==> src/rtl/text_rom_arbiter.sv <==
// text_rom_arbiter
//   Shares one synchronous ascii_rom (11-bit address, 8-bit data, 1-cycle
//   registered read) among NREQ text overlay requesters. A new lookup can be
//   granted every clock. Each font row comes back two cycles after its grant,
//   tagged with a one-hot rvalid strobe for the requester that issued it.
//
// Ports
//   clk       pixel-domain clock, shared with ascii_rom
//   reset     asynchronous, active-high reset
//   req       per-requester lookup request (level)
//   req_addr  flattened ROM addresses, requester i at [11*i+10 : 11*i]
//   gnt       one-hot combinational grant, same cycle as req
//   rvalid    one-hot strobe; rdata belongs to that requester
//   rdata     font row returned from the ROM
//   rom_addr  registered address to ascii_rom
//   rom_data  ascii_rom output, valid one cycle after rom_addr
//   busy      a lookup is in stage 1 or stage 2
module text_rom_arbiter #(
    parameter int unsigned NREQ   = 4,
    parameter int unsigned IDW    = 3,
    parameter int unsigned HIPRI0 = 0
) (
    input  logic                 clk,
    input  logic                 reset,
    input  logic [NREQ-1:0]      req,
    input  logic [NREQ*11-1:0]   req_addr,
    output logic [NREQ-1:0]      gnt,
    output logic [NREQ-1:0]      rvalid,
    output logic [7:0]           rdata,
    output logic [10:0]          rom_addr,
    input  logic [7:0]           rom_data,
    output logic                 busy
);

    logic [IDW-1:0] ptr_q, ptr_d;
    logic [IDW-1:0] win;
    logic           any_gnt;
    logic           rr_gnt;
    logic [10:0]    win_addr;

    logic           s1_valid, s2_valid;
    logic [IDW-1:0] s1_tag, s2_tag;

    // Winner selection: first requester at or after ptr, modulo NREQ. With
    // HIPRI0 set, requester 0 pre-empts the scan and never takes part in it.
    always_comb begin
        logic [NREQ-1:0] shifted;
        int unsigned     idx;
        any_gnt = 1'b0;
        rr_gnt  = 1'b0;
        win     = '0;
        shifted = '0;
        idx     = 0;
        if (HIPRI0 != 0 && req[0]) begin
            any_gnt = 1'b1;
        end else begin
            for (int unsigned k = 0; k < NREQ; k++) begin
                idx = 32'(ptr_q) + k;
                if (idx >= NREQ) begin
                    idx = idx - NREQ;
                end
                shifted = req >> idx;
                if (!any_gnt && shifted[0] && !(HIPRI0 != 0 && idx == 0)) begin
                    any_gnt = 1'b1;
                    rr_gnt  = 1'b1;
                    win     = IDW'(idx);
                end
            end
        end
    end

    // Grant decode and winner address mux.
    always_comb begin
        gnt      = '0;
        win_addr = '0;
        for (int i = 0; i < NREQ; i++) begin
            if (win == IDW'(i)) begin
                gnt[i]   = any_gnt && !reset;
                win_addr = req_addr[11*i +: 11];
            end
        end
    end

    // Priority grants leave the pointer alone; only round-robin wins advance it.
    always_comb begin
        ptr_d = ptr_q;
        if (rr_gnt) begin
            ptr_d = (win == IDW'(NREQ - 1)) ? '0 : win + 1'b1;
        end
    end

    always_ff @(posedge clk or posedge reset) begin
        if (reset) begin
            ptr_q    <= '0;
            rom_addr <= '0;
            s1_valid <= 1'b0;
            s1_tag   <= '0;
            s2_valid <= 1'b0;
            s2_tag   <= '0;
        end else begin
            ptr_q    <= ptr_d;
            s1_valid <= any_gnt;
            s1_tag   <= win;
            if (any_gnt) begin
                rom_addr <= win_addr;
            end
            // Stage 2 lines up with the ROM's own output register.
            s2_valid <= s1_valid;
            s2_tag   <= s1_tag;
        end
    end

    always_comb begin
        rvalid = '0;
        for (int i = 0; i < NREQ; i++) begin
            rvalid[i] = s2_valid && (s2_tag == IDW'(i));
        end
    end

    // Zero outside a valid return so rdata reads 0 after reset.
    assign rdata = s2_valid ? rom_data : 8'h00;
    assign busy  = s1_valid | s2_valid;

endmodule

==> config.mk <==
export PLATFORM = sky130hd
export DESIGN_NAME = text_rom_arbiter
export DESIGN_NICKNAME = d
export VERILOG_FILES = /design/src/rtl/text_rom_arbiter.sv
export SDC_FILE = /design/constraint.sdc
export NUM_CORES = 1
export LEC_CHECK = 0
export BUFFER_PORTS_ARGS = -buffer_cell sky130_fd_sc_hd__buf_2
export CORE_ASPECT_RATIO = 0.7
export CORE_MARGIN = 1.5
export CORE_UTILIZATION = 41
export CTS_BUF_LIST = sky130_fd_sc_hd__clkbuf_8
export DETAILED_ROUTE_END_ITERATION = 16
export PLACE_DENSITY = 0.78
export SYNTH_ARGS = -nofsm -noshare
export SYNTH_HDL_FRONTEND = slang
export SYNTH_SLANG_ARGS = --single-unit
==> constraint.sdc <==
create_clock -name clk -period 3.7 [get_ports clk]
set_clock_uncertainty 0.1 [all_clocks]
set_input_delay 0.74 -clock clk [delete_from_list [all_inputs] [get_ports clk]]
set_output_delay 0.74 -clock clk [all_outputs]
set_load 0.005 [all_outputs]
==> results_dict.tcl, run 1 <==
set metrics [dict create \
    ios 86 \
    ir_drop_mv 0.6354 \
    cts_tree "built" \
    pwr-share-comb_pct 72.9 \
    hold_path.class "flop to flop" \
    cts.path.max_buffers 2 \
    maxSlewHeadroom_pct 57.78 \
    io_buffer_count 85 \
    synth_edf_count 0 \
    clkPwrFrac_pct 9.0 \
    numCtsBuffers 3 \
    ant_nets 0 \
    finalSetupViolCount 0 \
    grt_pass1_wl_um 6603 \
    seqPwrFrac_pct 18.2 \
    fin_ws_ns 0.09730 \
    numClockSinks 22 \
    diodes 0 \
    grt_pass1_vias 1436 \
    firstDrtPassIters 4 \
    ys_ff_latch 22 \
    p_leak_uw 0.001080 \
    die_area_um2 4050 \
    viasPerCell 5.412 \
    synth-main-ff-cell "dfrtp_1" \
    grt_use_total_pct 21.51 \
    gp_congestion 0.8966 \
    place_worst_setup_slack_ns 0.07871 \
    wirelength_um 4327 \
    end_kind "output pin" \
    fmax_mhz 277.6 \
    max_cap_viol_count 0 \
    drv_slew 0 \
    p_switching_uw 1104 \
    reg2reg_to "rom_addr[3]" \
    swShare_pct 44.88 \
    endpoint "gnt[2]" \
    post-route-min-period_ns 3.603 \
    crit_start "ptr_q[1]" \
    ff2ff_path_depth 13 \
    outcome "finished clean" \
    final_nets 328 \
    syn_nets 237 \
    drive_gt1_share_pct 44.11 \
    start_kind "flop" \
    totalNegativeSetupSlack_ns 0 \
    fin_util_pct 61.08 \
    layout_common_cells "buf_2, a21oi_1, dfrtp_1" \
    syn_inst 173 \
    worst_pin_slew_ns 0.6327 \
    ys_seq_area_share_pct 36.58 \
    clkLatencyLatePin_ns 0.26 \
    overflow 0 \
    path_max_fanout 7 \
    design.core.area_um2 3513 \
    drtIter0Drc 91 \
    r2r_start "ptr_q[1]" \
    area_growth_pct 42.56 \
    synth_area_um2 1505 \
    place_hpwl_um 3320 \
    drc 0 \
    grt_max_degree 25 \
    path_clk_slew_ns 0.08 \
    p_per_area_nw_per_um2 1147 \
    period_share_pct 97.37 \
    fillers 322 \
    rsz0062_at_grt "yes" \
    reg2reg_setup_slack_ns 0.43 \
    start_util_pct 42.84 \
    hold_violations 0 \
    synth-async-reset-ratio_pct 100.0 \
    row_count 18 \
    cts_max_level 1 \
    die_x_um 75.42 \
    num_vias 1694 \
    fp.dieH_um 53.70 \
    worstPathArrival_ns 2.76 \
    avgSynthCellArea_um2 8.701 \
    critPathRequiredTime_ns 2.86 \
    yosysWarnings 0 \
    crit_type "flop to output pin" \
    wl_per_cell_um 13.82 \
    antenna_found_initial 0 \
    final_common_cell "buf_2" \
    hold_ws_ns 0.2511 \
    ys_types 39 \
    root_buffer "clkbuf_8" \
    p_int_uw 1356 \
]
-- worst min path at each step --
stage / startpoint / end / slack (ns) / depth (start not counted)
2_1_floorplan: s1_tag[0] / s2_tag[0] / 0.23 / 0
3_3_place_gp: s1_tag[2] / s2_tag[2] / 0.23 / 0
3_5_place_dp: s1_tag[2] / s2_tag[2] / 0.23 / 0
4_1_cts: s1_tag[2] / s2_tag[2] / 0.25 / 0
5_1_grt: s1_tag[0] / s2_tag[0] / 0.26 / 0
6_report: s1_tag[2] / s2_tag[2] / 0.25 / 0
-- cell usage after synthesis (2+ instances only) --
library cell | number | area (µm²)
a21oi_1 | 24 | 120.1
dfrtp_1 | 22 | 550.5
nor2_1 | 16 | 60.06
nor2b_1 | 14 | 87.58
a221oi_1 | 11 | 96.34
nor3_1 | 11 | 55.05
and2_1 | 9 | 56.30
clkbuf_1 | 8 | 30.03
ha_1 | 6 | 75.07
nand2_1 | 6 | 22.52
and3_1 | 5 | 31.28
inv_1 | 5 | 18.77
buf_2 | 3 | 15.01
o21ai_0 | 3 | 15.01
mux2_2 | 2 | 22.52
mux2i_1 | 2 | 20.02
mux4_2 | 2 | 45.04
nor4bb_1 | 2 | 20.02
o21ai_1 | 2 | 10.01
-- cells by family after synthesis --
kind of cell             synth area share, %
AO/OA/AOI/OAI                          22.61
adder cells (fa/ha/maj)                4.987
buffers and inverters                  5.070
flip-flops                             36.58
multiplexers                           5.819
other                                 0.2491
AND/OR/NAND/NOR                        24.69
-- power by group through the flow --
stage,clock network (µW),logic [µW],registers (µW)
after global routing,234,2010,460
after detailed placement,0,1680,453
final,220,1790,448
after floorplan,0,1240,428
after CTS,225,1700,450
after global placement,0,1640,445
-- repair_timing --
item                       in CTS  in global routing
setup buffers                   1                  2
gates resized for setup         1                  6
setup endpoints to repair       1                 14
pin swaps                       1                  1
hold buffers                    0                  0
-- stage by stage --
stage                     power [µW]  area, µm²  std cells
after floorplan                 1663       1505        173
after global placement          2088       2024        306
after detailed placement        2133       2024        306
after CTS                       2377       2105        311
after global routing            2707       2146        313
final                           2460       2146        313
-- worst max-delay path: stages, from the launching register on --
cell	delay, ns
dfrtp_2	0.45
inv_1	0.14
ha_4	0.23
a222oi_1	0.40
buf_4	0.19
nor2_1	0.05
a211o_1	0.32
o211a_1	0.19
ha_1	0.24
and3_1	0.17
buf_2	0.13
-- area by class of cell --
cell class | instances | area, µm² | area share [%]
multi-input cells | 133 | 909.6 | 42.39
flip-flops and latches | 22 | 553.0 | 25.77
repair buffers | 99 | 530.5 | 24.72
clock inverters | 1 | 30.03 | 1.399
well taps | 50 | 62.56 | 2.915
clock buffers | 3 | 41.29 | 1.924
inverters | 5 | 18.77 | 0.8746
-- registers in the layout, indices dropped and copies added, names as in the netlist --
| name | flops |
|---|---|
| ptr_q | 3 |
| rom_addr | 11 |
| s1_tag | 3 |
| s1_valid | 1 |
| s2_tag | 3 |
| s2_valid | 1 |
-- metal layers --
metal / global-route usage, % / up-vias / wire length (µm)
met2: 35.09 / 110 / 2003
met3: 5.618 / 2 / 429
met1: 29.34 / 769 / 1880
li1: - / 813 / -
met4: 3.869 / 0 / 14
met5: 0 / - / 0
Note: power is estimated with default switching activity, not from simulation.
==> inputs of run 2 (changes only) <==
--- a/config.mk
+++ b/config.mk
@@ -7,7 +7,7 @@
 export LEC_CHECK = 0
 export BUFFER_PORTS_ARGS = -buffer_cell sky130_fd_sc_hd__buf_2
 export CORE_ASPECT_RATIO = 0.7
-export CORE_MARGIN = 1.5
+export CORE_MARGIN = 3
 export CORE_UTILIZATION = 41
 export CTS_BUF_LIST = sky130_fd_sc_hd__clkbuf_8
 export DETAILED_ROUTE_END_ITERATION = 16
==> results_dict.tcl, run 2 (synthesis gave the netlist of run 1 again) <==
set metrics [dict create \
    outcome "finished clean" \
    critPathRequiredTime_ns 2.86 \
    wl_per_cell_um 14.01 \
    r2r_start "ptr_q[0]" \
    largest_reg_flops 11 \
    fmax_mhz 279.7 \
    die_x_um 78.42 \
    reg2reg_setup_slack_ns 0.46 \
    hold_ws_ns 0.2512 \
    path_max_fanout 12 \
    hold_path_end "s2_tag[1]" \
    io_buffer_count 85 \
    die_area_um2 4446 \
    top_register "rom_addr" \
    place_inst 301 \
    start_util_pct 45.36 \
    viasPerCell 5.279 \
    worst_pin_slew_ns 0.6120 \
    crit_type "flop to output pin" \
    numClockSinks 22 \
    cts_tree "built" \
    reg2reg_to "rom_addr[9]" \
    p_per_area_nw_per_um2 1148 \
    hp-start "s1_tag[1]" \
    grt_pass1_wl_um 6575 \
    ir_drop_mv 0.8536 \
    ios 86 \
    p_leak_uw 0.001062 \
    num_vias 1610 \
    max_cap_viol_count 0 \
    clkLatencyLatePin_ns 0.26 \
    fp.dieH_um 56.70 \
    design.core.area_um2 3318 \
    root_buffer "clkbuf_8" \
    holdPathStages 0 \
    final_common_cell "buf_2" \
    firstDrtPassIters 4 \
    hold_path.class "flop to flop" \
    drive_gt1_share_pct 41.86 \
    area_growth_pct 38.99 \
    ff2ff_path_depth 13 \
    maxSlewHeadroom_pct 59.20 \
    diodes 0 \
    layout_common_cells "buf_2, a21oi_1, dfrtp_1" \
    grt_max_degree 25 \
    post-route-min-period_ns 3.575 \
    drv_slew 0 \
    period_share_pct 96.63 \
    antenna_found_initial 0 \
    gp_congestion 0.8103 \
    ant_nets 0 \
    path_clk_slew_ns 0.08 \
    fin_cells 305 \
    cts_max_level 1 \
    cts.path.max_buffers 2 \
    overflow 0 \
    grt_pass1_vias 1401 \
    numCtsBuffers 3 \
    place_hpwl_um 3416 \
    totalNegativeSetupSlack_ns 0 \
    final_nets 323 \
    start_kind "flop" \
    end_kind "output pin" \
    hold_violations 0 \
    drtIter0Drc 119 \
    worstPathArrival_ns 2.74 \
    wirelength_um 4273 \
    drc 0 \
    grt_use_total_pct 18.66 \
    finalSetupViolCount 0 \
    row_count 17 \
]
-- run 2: timing repair --
item | CTS | global route
hold buffers | 0 | 0
endpoints found under the setup margin | 0 | 11
gates resized for setup | 0 | 4
setup buffers | 0 | 0
-- run 2: final cells by class --
cell class,count,area (µm²)
Clock buffer,3,41.29
Clock inverter,1,30.03
Fill cell,285,1226
Inverter,5,18.77
Multi-Input combinational cell,133,899.6
Sequential cell,22,550.5
Tap cell,47,58.81
Timing Repair Buffer,94,493.0
-- run 2: worst max-delay path by stage --
stage / to / start
floorplan: gnt[3] / ptr_q[1]
global placement: rom_addr[9] / req[1]
detailed placement: rom_addr[9] / req[1]
CTS: gnt[1] / ptr_q[0]
global route: gnt[1] / ptr_q[0]
finish: gnt[1] / ptr_q[0]
-- run 2: critical path, cell delays in order (launching register included) --
cell and delay [ns]:
dfrtp_1 0.38, buf_4 0.18, ha_1 0.22, nand3b_1 0.22, a311oi_2 0.30, buf_4 0.17
o21ai_1 0.08, a21oi_2 0.23, a21o_1 0.19, ha_2 0.23, and3_1 0.15, buf_2 0.11
-- run 2: metal layers --
| layer | GRT usage [%] | part of all wire [%] |
|---|---|---|
| met3 | 4.968 | 9.9 |
| met1 | 28.50 | 46 |
| met2 | 25.85 | 43 |
| met5 | 0 | 0 |
| met4 | 4.239 | 0.80 |
-- run 2: through the flow --
step | cell area (µm²) | utilization, % | worst slack [ns] | power, µW
detailed placement | 2006 | 60.44 | 0.09779 | 2141
global route | 2092 | 63.05 | -0.01109 | 2624
finish | 2092 | 63.05 | 0.1246 | 2401
CTS | 2077 | 62.59 | 0.09998 | 2368
global placement | 2006 | 60.44 | 0.1485 | 2100
floorplan | 1505 | - | 0.1075 | 1663
-- run 2: power by group --
group / switching, µW / total (µW) / internal (µW)
logic: 947 / 1750 / 799
clock network: 77.9 / 222 / 145
registers: 63.7 / 433 / 370
